**src/rtl/seq_div.sv**
```systemverilog
// =============================================================================
// Module      : seq_div
// Description : Sequential unsigned restoring divider, one quotient bit/clock.
// Revision    : 1.0 - initial release
// =============================================================================
`default_nettype none

module seq_div #(
    parameter int WIDTH_N = 16,
    parameter int WIDTH_D = 8
) (
    input  logic               clk,
    input  logic               rst_n,
    input  logic               start,
    input  logic [WIDTH_N-1:0] dividend,
    input  logic [WIDTH_D-1:0] divisor,
    output logic               busy,
    output logic               done,
    output logic [WIDTH_N-1:0] quotient,
    output logic [WIDTH_D-1:0] remainder,
    output logic               div_by_zero
);

    localparam int CNT_W = $clog2(WIDTH_N);

    typedef enum logic [1:0] {
        IDLE = 2'd0,
        CALC = 2'd1,
        FIN  = 2'd2
    } state_t;

    state_t             state_q, state_d;
    logic [WIDTH_N-1:0] dvd_q, dvd_d;
    logic [WIDTH_D-1:0] dvs_q, dvs_d;
    logic [WIDTH_D-1:0] pr_q, pr_d;
    logic [CNT_W-1:0]   cnt_q, cnt_d;
    logic               zero_q, zero_d;
    logic [WIDTH_N-1:0] quotient_q, quotient_d;
    logic [WIDTH_D-1:0] remainder_q, remainder_d;
    logic               dbz_q, dbz_d;

    // The partial remainder only needs its 9th bit transiently during the
    // shift; after the compare it is always below the divisor.
    logic [WIDTH_D:0]   w_pr_shift;
    logic               w_fits;
    logic [WIDTH_D-1:0] w_pr_next;
    logic               w_accept;

    assign w_pr_shift = {pr_q, dvd_q[WIDTH_N-1]};
    assign w_fits     = (w_pr_shift >= {1'b0, dvs_q});
    assign w_pr_next  = w_fits ? WIDTH_D'(w_pr_shift - {1'b0, dvs_q})
                               : w_pr_shift[WIDTH_D-1:0];
    assign w_accept   = start && (state_q != CALC);

    always_comb begin
        state_d     = state_q;
        dvd_d       = dvd_q;
        dvs_d       = dvs_q;
        pr_d        = pr_q;
        cnt_d       = cnt_q;
        zero_d      = zero_q;
        quotient_d  = quotient_q;
        remainder_d = remainder_q;
        dbz_d       = dbz_q;

        unique case (state_q)
            IDLE: state_d = IDLE;
            CALC: begin
                if (zero_q) begin
                    state_d     = FIN;
                    quotient_d  = {WIDTH_N{1'b1}};
                    remainder_d = dvd_q[WIDTH_D-1:0];
                    dbz_d       = 1'b1;
                end else begin
                    // Quotient bits shift into the vacated dividend LSBs.
                    pr_d  = w_pr_next;
                    dvd_d = {dvd_q[WIDTH_N-2:0], w_fits};
                    cnt_d = cnt_q - 1'b1;
                    if (cnt_q == '0) begin
                        state_d     = FIN;
                        quotient_d  = {dvd_q[WIDTH_N-2:0], w_fits};
                        remainder_d = w_pr_next;
                    end
                end
            end
            FIN:     state_d = IDLE;
            default: state_d = IDLE;
        endcase

        if (w_accept) begin
            state_d = CALC;
            dvd_d   = dividend;
            dvs_d   = divisor;
            pr_d    = '0;
            cnt_d   = CNT_W'(WIDTH_N - 1);
            zero_d  = (divisor == '0);
            dbz_d   = 1'b0;
        end
    end

    always_ff @(posedge clk or negedge rst_n) begin
        if (!rst_n) begin
            state_q     <= IDLE;
            dvd_q       <= '0;
            dvs_q       <= '0;
            pr_q        <= '0;
            cnt_q       <= '0;
            zero_q      <= 1'b0;
            quotient_q  <= '0;
            remainder_q <= '0;
            dbz_q       <= 1'b0;
        end else begin
            state_q     <= state_d;
            dvd_q       <= dvd_d;
            dvs_q       <= dvs_d;
            pr_q        <= pr_d;
            cnt_q       <= cnt_d;
            zero_q      <= zero_d;
            quotient_q  <= quotient_d;
            remainder_q <= remainder_d;
            dbz_q       <= dbz_d;
        end
    end

    assign busy        = (state_q == CALC);
    assign done        = (state_q == FIN);
    assign quotient    = quotient_q;
    assign remainder   = remainder_q;
    assign div_by_zero = dbz_q;

endmodule

`default_nettype wire

```
**config.mk**
```make
export PLATFORM = sky130hd
export DESIGN_NAME = seq_div
export DESIGN_NICKNAME = d
export VERILOG_FILES = /design/src/rtl/seq_div.sv
export SDC_FILE = /design/constraint.sdc
export NUM_CORES = 1
export LEC_CHECK = 0
export BUFFER_PORTS_ARGS = -buffer_cell sky130_fd_sc_hd__buf_2
export CAP_MARGIN = 20
export CORE_MARGIN = 2
export CORE_UTILIZATION = 31
export CTS_CLUSTER_DIAMETER = 150
export DETAILED_ROUTE_END_ITERATION = 10
export PLACE_DENSITY_LB_ADDON = 0.12
export SKIP_CTS_REPAIR_TIMING = 1
export SLEW_MARGIN = 20
export SYNTH_ARGS = -nofsm -noshare
export SYNTH_HDL_FRONTEND = slang
export SYNTH_SLANG_ARGS = --single-unit
```
**constraint.sdc**
```tcl
create_clock -name clk -period 3.13 [get_ports clk]
set_input_delay 0.313 -clock clk [delete_from_list [all_inputs] [get_ports clk]]
set_output_delay 0.313 -clock clk [all_outputs]
set_load 0.05 [all_outputs]
```
==> impl_metrics.json, run 1 <==
{
  "port_buffers": 53,
  "drv_slew": 0,
  "first_pass_iters": 5,
  "rsz0062_at_grt": "false",
  "yosys_warnings": 0,
  "rows": 36,
  "syn_nets": 379,
  "p_clk_frac": 0.175,
  "routed_wl_mm": 8.391,
  "grt_start_max_net_pins": 65,
  "grt_usage": 0.1622,
  "die_w_um": 104.7,
  "r2r_slack_ns": 0.72,
  "grt.busiest_layer": "met2",
  "cts_max_path_buffers": 2,
  "crit_buf_inv": 0,
  "p_int_mw": 2.773,
  "via_per_inst": 4.914,
  "place_inst": 519,
  "synthFlopType": "dfrtp_1",
  "dp.final_hpwl_mm": 5.864,
  "clk_pin_slew_ns": 0.07,
  "power-per-cell-area_nw_per_um2": 1365,
  "gp_congestion": 0.8160,
  "max_freq_mhz": 415.0,
  "yosysTopAreaCell": "dfrtp_1",
  "hold_class": "primary input to async pin",
  "worst_setup_path_start_kind": "flop",
  "synth_cell_types": 43,
  "post-route-util": 0.3885,
  "fin_crit_ns": 2.410,
  "clk_latency_ns": 0.35,
  "crit_cells": 7,
  "vias": 2629,
  "max_stage_delay_ns": 0.57,
  "p_sw_mw": 2.434,
  "p_total_mw": 5.206,
  "worst-slew-pin-transition_ns": 0.8535,
  "critical_path_arrival_ns": 2.64,
  "die_area_um2": 10950,
  "grt_pass1_vias": 2640,
  "critPathSlowestCell": "a21oi_2",
  "cts_buffers": 9,
  "cp_cell_sequence": "ha_1 > a21o_1 > a211oi_2 > nand2_1 > a21oi_2 > mux2i_1 > o21ai_1",
  "synth_edf_count": 0,
  "use_met3": 0.03681,
  "endpoint_kind": "flop",
  "clock_sinks": 64,
  "drt_first_iter_violations": 144,
  "root_buffer": "clkbuf_8",
  "crit_family": "compound AO/OA/AOI/OAI gates",
  "syn_area_um2": 3141,
  "period_share": 0.7699,
  "io_pins": 54,
  "grt-ovfl-total": 0,
  "timing.clock.skew_ns": 0.007876,
  "drc": 0,
  "grt_pass1_wl_mm": 13.91,
  "synth_commonest_cells": "nand2_1, dfrtp_1, nand3_1",
  "nets": 434,
  "grtUsageMet2": 0.2428,
  "h-tree-depth": 3,
  "synthToLayoutAreaGrowth_pct": 21.47,
  "drv_cap": 0,
  "yosysMostFrequentCell": "nand2_1",
  "outcome": "finished clean",
  "avgSynthCellArea_um2": 9.183,
  "critPathMaxFanout": 12,
  "ys_seq_area_frac": 0.5100,
  "diodes": 0,
  "die_h_um": 104.7,
  "hold_viol_final": 0,
  "core_area_um2": 9819,
  "start_util": 0.3198,
  "synth_cells": 342,
  "antenna_found_initial": 0,
  "setup_viol_count_final": 0,
  "combPwrFrac": 0.534,
  "reg2reg_depth": 7,
  "path_class": "flop to flop",
  "synth_top_area_frac": 0.5100,
  "seqPwrFrac": 0.291,
  "ant_nets": 0,
  "fill_cells": 1053,
  "avgRoutedWirePerCell_um": 15.68,
  "crit_required_ns": 3.36,
  "fin_setup_tns_ns": 0,
  "cts_tree": "done",
  "synth_area_leaders": "dfrtp_1, nand2_1, a22oi_1",
  "ys_ff_latch": 64,
  "leakage_nw": 1.842,
  "grt_util_met1": 0.2279,
  "slew_headroom": 0.4310,
  "instances_no_fill": 535,
  "ir_drop_uv": 363.1,
  "swShare": 0.4674,
  "drive_above_1_share": 0.2090,
  "async_reset_ff_frac": 1.000
}
## state kept, by name, indices dropped and copies added, names as in the netlist, 2 cells and up
signal and cells:
pr_q 8, quotient 16, remainder 8, dvs_q 8, state_q 2, cnt_q 4, dvd_q 16
## layout by cell type, fill, tap and decap left out, types with 3 or more instances in the layout
master      n
a21o_1      4
a21oi_1    10
a22oi_1    16
and3_1      7
buf_2      53
buf_4       9
bufinv_16   3
clkbuf_8   10
dfrtp_1    64
ha_1        9
inv_1      14
mux2i_1     7
nand2_1    92
nand3_1    19
nor2_1     11
nor2b_1     5
nor4_1      4
o21ai_0    16
o21ai_1     8
xnor2_1     4
## cell type report
type                       count  area, um^2  area share
sequential                    64        1602      0.4198
multi-input combinational    246        1409      0.3693
timing repair buffer          62       332.8     0.08724
tap                          133       166.4     0.04362
clock buffer                  10       137.6     0.03608
clock inverter                 6       115.1     0.03017
inverter                      14       52.55     0.01378
## path summary, 6_finish.rpt
kind | startpoint | end
setup reg to reg | pr_q[5] | remainder[4]
min in group clk | divisor[0] | dvs_q[0]
setup / recovery | pr_q[5] | remainder[4]
hold reg to reg | quotient[4] | quotient[4]
max in group asynchronous | rst_n | zero_q
hold / removal | rst_n | pr_q[6]
## logic make-up after synthesis
logic type / after synthesis / synth area share
adders and majority gates: 10 / 0.04223
muxes: 8 / 0.02590
DFF: 64 / 0.5100
and+or+nand+nor: 151 / 0.2127
buffers and inverters: 32 / 0.04143
AOI/OAI and AO/OA: 73 / 0.1566
xor gates and xnor gates: 4 / 0.01115
## per-stage QoR
stage | setup slack, ns | hold slack (ns) | instance area, um^2
floorplan | 1.152 | 0.01741 | 3141
global placement | 0.7563 | 0.4725 | 3562
detailed placement | 0.7121 | 0.4763 | 3562
CTS | 0.7092 | 0.1712 | 3815
global route | 0.5234 | 0.1721 | 3815
finish | 0.7201 | 0.1432 | 3815
## power groups by stage
stage                     logic, mW  clock network [mW]  registers, mW
after floorplan                1.69                   0           1.95
after global routing           3.08               0.971           1.57
after detailed placement       2.78                   0           1.53
after CTS                      2.79               0.930           1.52
final                          2.78               0.911           1.52
after global placement         2.75                   0           1.53
## layer usage
layer / wire length [um] / part of all wire
met1: 4142 / 0.49
met2: 3744 / 0.45
met3: 359 / 0.043
met4: 144 / 0.017
met5: 0 / 0
Power figures use the tool's default switching activity.
==> run 2: changes to the inputs <==
Settings changed: ABC_AREA set to 1.
Clock period 3.13 ns to 2.5 ns, I/O delays scaled along.
==> run 2 against run 1 <==
  * Cell area rose by 4.6%
  * Clock skew rose by 0.0033 ns
  * Critical path depth rose by 4
  * Global-route usage fell by 0.24 points
  * Core utilization fell by 0.21 points
  * Synthesized cell count rose by 20%
  * Critical path type unchanged
  * Highest routed layer unchanged
==> impl_metrics.json, run 2 <==
{
  "outcome": "finished clean",
  "path_class": "flop to flop",
  "max_freq_mhz": 526.0,
  "die_w_um": 107.3,
  "rsz0062_at_grt": "false",
  "die_area_um2": 11510,
  "cts_buffers": 9,
  "hold_class": "primary input to flop",
  "hold_viol_final": 0,
  "via_per_inst": 4.605,
  "yosysMostFrequentCell": "nand2_1",
  "fin_setup_tns_ns": 0,
  "met2_length_mm": 3.961,
  "grt_start_max_net_pins": 36,
  "synth_top_family_by_area": "simple AND/OR/NAND/NOR gates",
  "critPathSlowestCell": "dfrtp_1",
  "avgRoutedWirePerCell_um": 13.49,
  "diodes": 0,
  "routed_wl_mm": 8.163,
  "slew_headroom": 0.5333,
  "synth_edf_count": 0,
  "antenna_found_initial": 0,
  "wl_met1_mm": 3.782,
  "grt_pass1_wl_mm": 14.28,
  "holdPathEnd": "zero_q",
  "cp_cell_sequence": "ha_1 > nand2_2 > inv_2 > nand2_1 > nor2_2 > nor2_4 > nand2_8 > nand2_2 > nand3_1 > nand2_1 > nand2_1",
  "synth_cell_types": 33,
  "worst_setup_path_start_kind": "flop",
  "cp_common_cell": "nand2_1",
  "cts_tree": "done",
  "grt_pass1_vias": 2903,
  "timing.clock.skew_ns": 0.01122,
  "synthToLayoutAreaGrowth_pct": 20.67,
  "port_buffers": 53,
  "drive_above_1_share": 0.2132,
  "io_pins": 54,
  "synthXorXnorAreaFrac": 0.007949,
  "grt-ovfl-total": 0,
  "syn_nets": 447,
  "synth_top_area_frac": 0.4845,
  "layout_commonest_cell": "nand2_1",
  "async_reset_ff_frac": 1.000,
  "drt_first_iter_violations": 156,
  "synth_commonest_cells": "nand2_1, dfrtp_1, inv_1",
  "drv_slew": 0,
  "final_cell_mix": "nand2_1, dfrtp_1, buf_2",
  "max_stage_delay_ns": 0.42,
  "critPathMaxFanout": 10,
  "yosysTopAreaCell": "dfrtp_1",
  "clk_pin_slew_ns": 0.07,
  "clk_latency_ns": 0.35,
  "worst-slew-pin-transition_ns": 0.7001,
  "postLayoutCellArea_um2": 3989,
  "fin_crit_ns": 1.901,
  "synth_area_leaders": "dfrtp_1, nand2_1, inv_1",
  "met3_wirelength_um": 350,
  "hold_path.startpoint": "divisor[0]",
  "gp_congestion": 0.8454,
  "rows": 37,
  "h-tree-depth": 3,
  "syn_area_um2": 3306,
  "drc": 0,
  "synth-compound-area-share": 0.1109,
  "worstReg2RegStart": "pr_q[1]",
  "drv_cap": 0,
  "r2r_slack_ns": 0.60,
  "reg2reg_depth": 11,
  "placed_cell_area_um2": 3726,
  "first_pass_iters": 4,
  "top_layer": "met4",
  "ys_seq_area_frac": 0.4845,
  "r2r_end": "remainder[1]",
  "endpoint_kind": "flop",
  "hold_depth": 2,
  "period_share": 0.7605,
  "synthAdderAreaFrac": 0.04012,
  "ant_nets": 0,
  "dp.final_hpwl_mm": 6.110,
  "nets": 501,
  "cts_max_path_buffers": 2,
  "die_h_um": 107.3,
  "root_buffer": "clkbuf_8",
  "grt_usage": 0.1598,
  "clock_sinks": 64,
  "start_util": 0.3202,
  "yosys_warnings": 0,
  "vias": 2786,
  "crit_required_ns": 2.74,
  "ys_ff_latch": 64,
  "synth_simple_gate_area_frac": 0.2684,
  "muxShareOfSynthArea": 0,
  "critical_path_arrival_ns": 2.14,
  "setup_viol_count_final": 0,
  "core_area_um2": 10320,
  "synth_cells": 410,
  "synthFlopType": "dfrtp_1",
  "avgSynthCellArea_um2": 8.063
}
## run 2: cell types whose count changed in the layout (fill, tap and decap cells not counted), sizes merged, moves of 5 or more
cell    delta
nand3     +11
and3       -7
mux2i      -7
inv       +42
nor2b      -5
o221ai    +15
a22oi     -15
nor2      +18
nand2     +49
## run 2: cell type report
class / instances / area, um^2
inverters: 56 / 210.2
clock inverters: 6 / 115.1
repair buffers: 59 / 337.8
flip-flops and latches: 64 / 1602
well taps: 136 / 170.2
clock buffers: 10 / 137.6
fillers: 1088 / 6335
multi-input cells: 274 / 1416
## run 2: cell families (layout without fill, tap and decap cells)
kind of cell	after synthesis	count (layout)
buf+inv	72	131
compound gates	58	58
fa+ha+maj	10	10
flops	64	64
xor+xnor	3	3
simple gates	203	203
## run 2: worst max-delay path by stage
stage	startpoint	to	slack, ns	depth (start not counted)
after floorplan	pr_q[1]	remainder[7]	0.85	12
after detailed placement	pr_q[1]	remainder[3]	0.60	11
after global routing	dvs_q[3]	remainder[1]	0.39	12
after CTS	dvd_q[15]	remainder[4]	0.59	11
after global placement	dvd_q[15]	remainder[4]	0.61	11
final	pr_q[1]	remainder[1]	0.60	11
## run 2: stage by stage
| stage | setup WS, ns | utilization | hold WS, ns | instances |
|---|---|---|---|---|
| 6_report | 0.5988 | 0.3864 | 0.1074 | 605 |
| 3_5_place_dp | 0.6047 | 0.3609 | 0.3473 | 588 |
| 3_3_place_gp | 0.6058 | 0.3609 | 0.3502 | 588 |
| 4_1_cts | 0.5940 | 0.3854 | -0.04773 | 604 |
| 2_1_floorplan | 0.8529 | - | -0.04559 | 410 |
| 5_1_grt | 0.3941 | 0.3864 | 0.08745 | 605 |
## run 2: worst max-delay path, delay by kind of cell, from the launching register on
family | cells | cell delay [ns]
buffers and inverters | 1 | 0.04
flip-flops | 1 | 0.42
adder cells (fa/ha/maj) | 1 | 0.39
AND/OR/NAND/NOR | 9 | 0.95
## run 2: routing by layer
layer	vias to the layer above	GRT usage
met2	59	0.2649
met4	0	0.04174
li1	1423	-
met3	4	0.04358
met5	-	0
met1	1300	0.2058
Power of run 2 is not shown: default switching activity piles up to over one toggle a cycle in this logic, so the estimate is an artifact.
